`config.mk`:
```
export PLATFORM = sky130hd
export DESIGN_NAME = array_skew_feeder
export DESIGN_NICKNAME = d
export VERILOG_FILES = /design/src/rtl/tpu_feed_pkg.sv /design/src/rtl/skew_delay_line.sv /design/src/rtl/array_skew_feeder.sv
export SDC_FILE = /design/constraint.sdc
export NUM_CORES = 1
export LEC_CHECK = 0
export BUFFER_PORTS_ARGS = -buffer_cell sky130_fd_sc_hd__buf_2
export CORE_ASPECT_RATIO = 1.2
export CORE_MARGIN = 1
export CORE_UTILIZATION = 40
export DETAILED_ROUTE_END_ITERATION = 16
export PLACE_DENSITY = 0.63
export SYNTH_ARGS = -nofsm -noshare
export SYNTH_HDL_FRONTEND = slang
export SYNTH_HIERARCHICAL = 1
export SYNTH_SLANG_ARGS = --single-unit
```
`constraint.sdc`:
```
create_clock -name clk -period 1.8 [get_ports clk]
set_input_delay 0.36 -clock clk [delete_from_list [all_inputs] [get_ports clk]]
set_output_delay 0.36 -clock clk [all_outputs]
set_load 0.05 [all_outputs]
```
`src/rtl/tpu_feed_pkg.sv`:
```
// Shared types and helpers for the systolic-array west-edge feeder.
// Holds the feeder state encoding, flush-counter sizing and lane slicing.
package tpu_feed_pkg;

  typedef enum logic [1:0] {
    IDLE   = 2'd0,
    STREAM = 2'd1,
    FLUSH  = 2'd2
  } feed_state_e;

  localparam int DEFAULT_ARRAY_SIZE = 8;
  localparam int FLUSH_CNT_W        = $clog2(DEFAULT_ARRAY_SIZE);

  // Flush counter must hold ARRAY_SIZE-1.
  function automatic int flush_cnt_width(input int lanes);
    return $clog2(lanes);
  endfunction

  function automatic int lane_lsb(input int lane, input int data_width);
    return lane * data_width;
  endfunction

endpackage

```
`src/rtl/skew_delay_line.sv`:
```
// Reset-clearable shift register carrying {valid, data}.
// One instance per lane; DEPTH sets that lane's total latency.
module skew_delay_line #(
  parameter int DEPTH      = 1,
  parameter int DATA_WIDTH = 32
) (
  input  logic                  clk,
  input  logic                  rst_n,
  input  logic                  d_valid,
  input  logic [DATA_WIDTH-1:0] d_data,
  output logic                  q_valid,
  output logic [DATA_WIDTH-1:0] q_data
);

  logic [DATA_WIDTH:0] pipe_r [DEPTH];

  // Shift stage contents forward every cycle; the array never stalls.
  always_ff @(posedge clk or negedge rst_n) begin
    if (!rst_n) begin
      for (int k = 0; k < DEPTH; k++) begin
        pipe_r[k] <= {(DATA_WIDTH + 1){1'b0}};
      end
    end else begin
      pipe_r[0] <= {d_valid, d_data};
      for (int k = 1; k < DEPTH; k++) begin
        pipe_r[k] <= pipe_r[k-1];
      end
    end
  end

  assign q_valid = pipe_r[DEPTH-1][DATA_WIDTH];
  assign q_data  = pipe_r[DEPTH-1][DATA_WIDTH-1:0];

endmodule

```
`src/rtl/array_skew_feeder.sv`:
```
// West-edge feeder: accepts row vectors and drives them diagonally skewed
// into the systolic array, lane i delayed i cycles behind lane 0.
module array_skew_feeder
  import tpu_feed_pkg::*;
#(
  parameter int ARRAY_SIZE    = 8,
  parameter int DATA_WIDTH    = 32,
  parameter int ROW_CNT_WIDTH = 16
) (
  input  logic                             clk,
  input  logic                             rst_n,
  input  logic                             start,
  input  logic                             in_valid,
  output logic                             in_ready,
  input  logic [ARRAY_SIZE*DATA_WIDTH-1:0] in_data,
  input  logic                             in_last,
  output logic [ARRAY_SIZE*DATA_WIDTH-1:0] feed_data,
  output logic [ARRAY_SIZE-1:0]            feed_valid,
  output logic                             busy,
  output logic                             done,
  output logic [ROW_CNT_WIDTH-1:0]         row_count
);

  localparam int FCW = flush_cnt_width(ARRAY_SIZE);

  feed_state_e              state_r;
  logic [FCW-1:0]           flush_cnt_r;
  logic                     done_r;
  logic [ROW_CNT_WIDTH-1:0] row_count_r;
  logic                     accept_s;

  assign in_ready  = (state_r == STREAM);
  assign accept_s  = in_valid & in_ready;
  assign busy      = (state_r != IDLE);
  assign done      = done_r;
  assign row_count = row_count_r;

  // Job sequencing: start, row acceptance, flush countdown and done pulse.
  always_ff @(posedge clk or negedge rst_n) begin
    if (!rst_n) begin
      state_r     <= IDLE;
      flush_cnt_r <= {FCW{1'b0}};
      done_r      <= 1'b0;
      row_count_r <= {ROW_CNT_WIDTH{1'b0}};
    end else begin
      done_r <= 1'b0;
      case (state_r)
        IDLE: begin
          if (start) begin
            state_r     <= STREAM;
            row_count_r <= {ROW_CNT_WIDTH{1'b0}};
          end else begin
            state_r <= IDLE;
          end
        end
        STREAM: begin
          if (accept_s) begin
            row_count_r <= row_count_r + {{(ROW_CNT_WIDTH-1){1'b0}}, 1'b1};
            if (in_last) begin
              state_r     <= FLUSH;
              flush_cnt_r <= FCW'(ARRAY_SIZE - 1);
            end else begin
              state_r <= STREAM;
            end
          end else begin
            state_r <= STREAM;
          end
        end
        FLUSH: begin
          // Counter covers the time the last row needs to reach the far lane.
          if (flush_cnt_r == {FCW{1'b0}}) begin
            state_r <= IDLE;
            done_r  <= 1'b1;
          end else begin
            flush_cnt_r <= flush_cnt_r - {{(FCW-1){1'b0}}, 1'b1};
          end
        end
        default: begin
          state_r <= IDLE;
        end
      endcase
    end
  end

  for (genvar gi = 0; gi < ARRAY_SIZE; gi++) begin : g_lane
    logic [DATA_WIDTH-1:0] lane_s;

    // Non-accepted slots enter as zero so invalid lanes always read 0.
    assign lane_s = accept_s ? in_data[lane_lsb(gi, DATA_WIDTH) +: DATA_WIDTH]
                             : {DATA_WIDTH{1'b0}};

    skew_delay_line #(
      .DEPTH      (gi + 1),
      .DATA_WIDTH (DATA_WIDTH)
    ) u_delay (
      .clk     (clk),
      .rst_n   (rst_n),
      .d_valid (accept_s),
      .d_data  (lane_s),
      .q_valid (feed_valid[gi]),
      .q_data  (feed_data[lane_lsb(gi, DATA_WIDTH) +: DATA_WIDTH])
    );
  end

endmodule
```
# Yosys cells after proc, flatten, opt, wreduce, memory -nomap -nowiden
# Index checks and enable logic that the tools add are counted.
# totals
regBits,1210
inputBits,261
output_inout_bits,283
elab_cells,79
# classes
addsub,2
eq_ne,7
muxes,22
bitwise_logic,1
reduce_logical,7
# op_table
operator,count
$mux W32,8
$mux W16,2
$pmux W16 S2,1
$add A16 B1 Y16 const B,1
$mux W3,3
$mux W2,3
$ne A2 B2 Y1 const B,3
$pmux W2 S3,1
$pmux W3 S2,1
$reduce_bool A2 Y1,3
$ne A2 B1 Y1 const B,2
$reduce_and A4 Y1,1
$logic_not A3 Y1,1
$mux W1,3
$reduce_and A3 Y1,1
$sub A3 B1 Y3 const B,1
$eq A2 B1 Y1 const B,1
$eq A2 B2 Y1 const B,1
$logic_not A2 Y1,1
$and A1 B1 Y1,1

# Longest topological paths before layout
# depth
depth_word,4
ltp_mapped,8
mapped_depth_nobuf,6

# Hierarchy
# Netlist, hierarchy kept.
# by_module_without_submodules
module,instances,cells_per_inst,area_each_um2,seq_area_each_um2
skew_delay_line at g_lane[7].u_delay,1,296,6846.6,6606.3
skew_delay_line at g_lane[6].u_delay,1,263,6020.8,5780.5
skew_delay_line at g_lane[5].u_delay,1,230,5195.0,4954.8
skew_delay_line at g_lane[4].u_delay,1,197,4369.2,4129.0
skew_delay_line at g_lane[3].u_delay,1,164,3543.4,3303.2
array_skew_feeder,1,409,2897.8,550.5
skew_delay_line at g_lane[2].u_delay,1,131,2717.6,2477.4
skew_delay_line at g_lane[1].u_delay,1,98,1891.8,1651.6
skew_delay_line at g_lane[0].u_delay,1,33,825.8,825.8

# Worst setup path before layout
# OpenSTA, ideal clock, no wires.
# synth_path
kind,register to register
from,register state_r[0]
to,register row_count_r[2] (netlist: row_count[2])
setup_ps,132
arrival_ps,2062
required_time_ps,1668
path_slack_ps,-394
stages_incl_launch_ff,9
n_path_buf,2
period_less_slack_ps,2194
path_cell_list,dfrtp_1 buf_6 nor2b_1 nand2_1 clkinv_1 clkbuf_1 nand2_1 xor2_1 nor2_1
# synth_between
elab_chain_cells,4
word_cells_on_any_way,8
cone_classes,eq/ne: 3; mux: 1; bitwise: 1; reduce/logical: 3
# synth_lines
item,line_no,rtl
"start, declared",array_skew_feeder.sv:26,feed_state_e state_r;
"start signal, assigned",array_skew_feeder.sv:41,state_r <= IDLE;
"start signal, assigned",array_skew_feeder.sv:50,state_r <= STREAM;
"start signal, assigned",array_skew_feeder.sv:53,state_r <= IDLE;
$eq A2 B1 Y1 *,array_skew_feeder.sv:32,assign in_ready = (state_r == STREAM);
named net in_ready,array_skew_feeder.sv:14,"output logic in_ready,"
$and A1 B1 Y1,array_skew_feeder.sv:33,assign accept_s = in_valid & in_ready;
$ne A2 B1 Y1 (no source line),--,
$reduce_and A3 Y1 (no source line),--,
"end signal, assigned",array_skew_feeder.sv:44,row_count_r <= {ROW_CNT_WIDTH{1'b0}};
"end signal, assigned",array_skew_feeder.sv:51,row_count_r <= {ROW_CNT_WIDTH{1'b0}};
"end signal, assigned",array_skew_feeder.sv:58,"row_count_r <= row_count_r + {{(ROW_CNT_WIDTH-1){1'b0}}, 1'b1};"
"end, declared",array_skew_feeder.sv:29,logic [ROW_CNT_WIDTH-1:0] row_count_r;
# The timed path passes the listed nets; every way through them passes the cells marked *.
# A chain may end at the register's enable or synchronous reset.

# Final worst setup path
# layout_path
from,register state_r[1]
to,output busy
# layout_between
elab_chain_cells,1
# layout_lines
item,line_no,rtl
$reduce_bool A2 Y1,array_skew_feeder.sv:34,assign busy = (state_r != IDLE);
"end, declared",array_skew_feeder.sv:19,"output logic busy,"
# Every way passes these cells.

==> results.yml <==
die:
  die_w_um: 269
  die-height_um: 323
  core_area_um2: 84900
  start_util_pct: 40.4
  ioPinCount: 544
  rows: 117
  die-area_um2: 86900
logic_synthesis:
  synth_common_cells: "dfrtp_1 (1210), and2_1 (257), buf_4 (224), clkbuf_1 (29), nor2_1 (14)"
  synth_flop_cell: "dfrtp_1"
  synthCells: 1821
  ys_ff_latch: 1210
  yosys_warnings: 6
  yosysMostFrequentCell: "dfrtp_1"
  synthTopCellsByArea: "dfrtp_1 (88%), buf_4 (4.9%), and2_1 (4.7%)"
  synthDistinctLibCells: 40
  avgSynthCellArea_um2: 18.8
  syn-num-nets: 2085
  synthArstFlopShare_pct: 100
  synth_edf_count: 0
  synth_area_um2: 34300
  yosys.area.top_type: "dfrtp_1"
  ys_seq_area_share_pct: 88.3
  synth_top_cell_area_share_pct: 88.3
final_layout:
  instances_no_fill: 3776
  drive_above_1_share_pct: 31.0
  final_nets: 2808
  area_delta_synth_final_pct: 28.8
timing:
  setup_tns_ps: -325
  hold_violations: 0
  slew_violations: 0
  clock.fmax_mhz: 501
  clock_skew_ps: 36.8
  setup-violations-final: 3
  setup_slack_ps: -195
  fin_crit_sh_pct: 111
  max_slew_margin_pct: 59.5
  period_needed_ps: 2000
  rsz0062_at_grt: "true"
  tightest_slew_ps: 602
placement:
  post-place-cells: 3294
  gp_congestion: 0.845
  place_hpwl_um: 39500
  numPortBuffers: 543
clocking:
  path_clk_slew_ps: 70
  root_buffer: "clkbuf_16"
  h-tree-depth: 3
  clk-insertion-delay-late_ps: 670
  cts-buffers-inserted: 110
  cts_buffer_depth: 3
  cts_tree: "done"
  clock-sinks: 1210
worst_setup_path:
  worstPathRequired_ps: 1440
  cp_slowest_stage_delay_ps: 410
  criticalPathCategory: "reg2out"
  cp_slowest_cell: "dfrtp_1"
  arrival_ps: 1640
  end_kind: "output port"
  path_cells: "buf_6 > or2_4 > buf_8"
  setup.worst_path.start_class: "flop"
  crit_fanout: 5
outcome:
  outcome: "complete, but fails checks"
  violations: "setup timing"
routing:
  drt-pass1-iter-count: 4
  postRouteAntennaNets: 0
  postRouteWirelength_um: 65100
  drc: 0
  vias: 15700
  viasPerCell: 4.15
  dr.first_iter.drc_count: 854
  wl_per_cell_um: 17.2
pwr:
  vdd_drop_max_mv: 1.21
  pwr_density_cell_nw_per_um2: 1510
  leakagePower_nw: 23.4
  p_total_mw: 66.7
run:
  drv_cap: 0
grt:
  grt.overflow.total: 0
  grt_pass1_vias: 17700
  grt_usage_pct: 14.9
  grt_pass1_wl_um: 100000
  antenna_found_initial: 12
  grt_max_degree: 89
worst_hold_path:
  hold_class: "in2reg"
## power by group
group          internal [mW]  switching, mW
Combinational           2.50           6.46
Clock                   14.5           10.0
Sequential              31.8           1.44
## path summary, 6_finish.rpt
path                                                      to  slack (ps)  cells past startpoint                    startpoint
worst max-delay path                                    busy        -200                      3                    state_r[1]
worst min-delay path                            row_count[0]          60                      3                      in_valid
worst max register to register                  row_count[7]         -30                      6                    state_r[1]
worst min register to register  g_lane[3].u_delay/pipe_r[43]         320                      0  g_lane[3].u_delay/pipe_r[76]
max in group asynchronous       g_lane[4].u_delay/pipe_r[36]         690                      4                         rst_n
min in group asynchronous        g_lane[5].u_delay/q_data[7]         240                      2                         rst_n
## through the flow
stage	utilization, %	area [µm²]	hold WS [ps]	setup WS [ps]
after CTS	51.8	44000	110	-229
final	52.0	44200	64.3	-195
after global routing	52.0	44200	34.7	-260
after floorplan	-	34300	64.4	38.6
after detailed placement	44.0	37400	308	47.5
after global placement	44.0	37400	305	85.5
## area by class of cell
type / instances / area, µm²
clock inverters: 53 / 802
well taps: 1130 / 1410
inverters: 5 / 23.8
clock buffers: 153 / 3160
fillers: 6645 / 40700
multi-input cells: 350 / 2250
diodes: 8 / 20.0
flip-flops and latches: 1210 / 30300
repair buffers: 867 / 6230
## cells in the final DEF (no fill, tap or decap), drive strengths merged, types with 2 or more instances in the layout
cell            n
and4            2
bufinv         15
clkinv         30
nor2           14
a21oi           7
nor4            3
mux2i           2
nand3           4
and3            3
nor3            4
buf           605
dlygate4sd3   259
a31o            2
inv             8
and2          257
o21ai           4
dfrtp        1210
nand4           4
ha              3
nand2          13
nand3b          2
xnor2           7
mux2            2
nand2b          3
clkinvlp        5
diode           8
clkbuf        156
or3             2
## cells by family after synthesis
family                     synth area share (%)
and+or+nand+nor                            5.65
DFF                                        88.3
muxes                                     0.135
buffers and inverters                      5.34
AOI/OAI and AO/OA                         0.310
adders and majority gates                 0.109
xor gates and xnor gates                  0.204
## flip-flops by register name, summed over array words and instances, names as in the netlist
register                flops
flush_cnt_r                 3
state_r                     2
row_count                  16
done                        1
g_lane.u_delay/q_valid      7
g_lane.u_delay/q_data     224
g_lane.u_delay/pipe_r     957
## routing by layer
metal | up-vias | GRT usage [%] | wire length, µm
li1 | 6866 | - | -
met1 | 8130 | 18.0 | 25300
met2 | 491 | 25.1 | 33500
met3 | 187 | 3.77 | 3490
met4 | 8 | 7.10 | 2750
met5 | - | 0 | 44
## worst max-delay path, delay by kind of cell (launching register included)
family,cells,cell delay [ps]
buffers and inverters,2,300
and+or+nand+nor,1,250
DFF,1,410
## timing repair
item                       CTS  global route
cloned                       0             3
setup buffers                3             3
hold endpoints to repair   434             0
hold buffers               259             0
setup endpoints to repair   12           166
gates resized for setup     21            16
pin swaps                    0             2
Note: power is estimated with default switching activity, not from simulation.
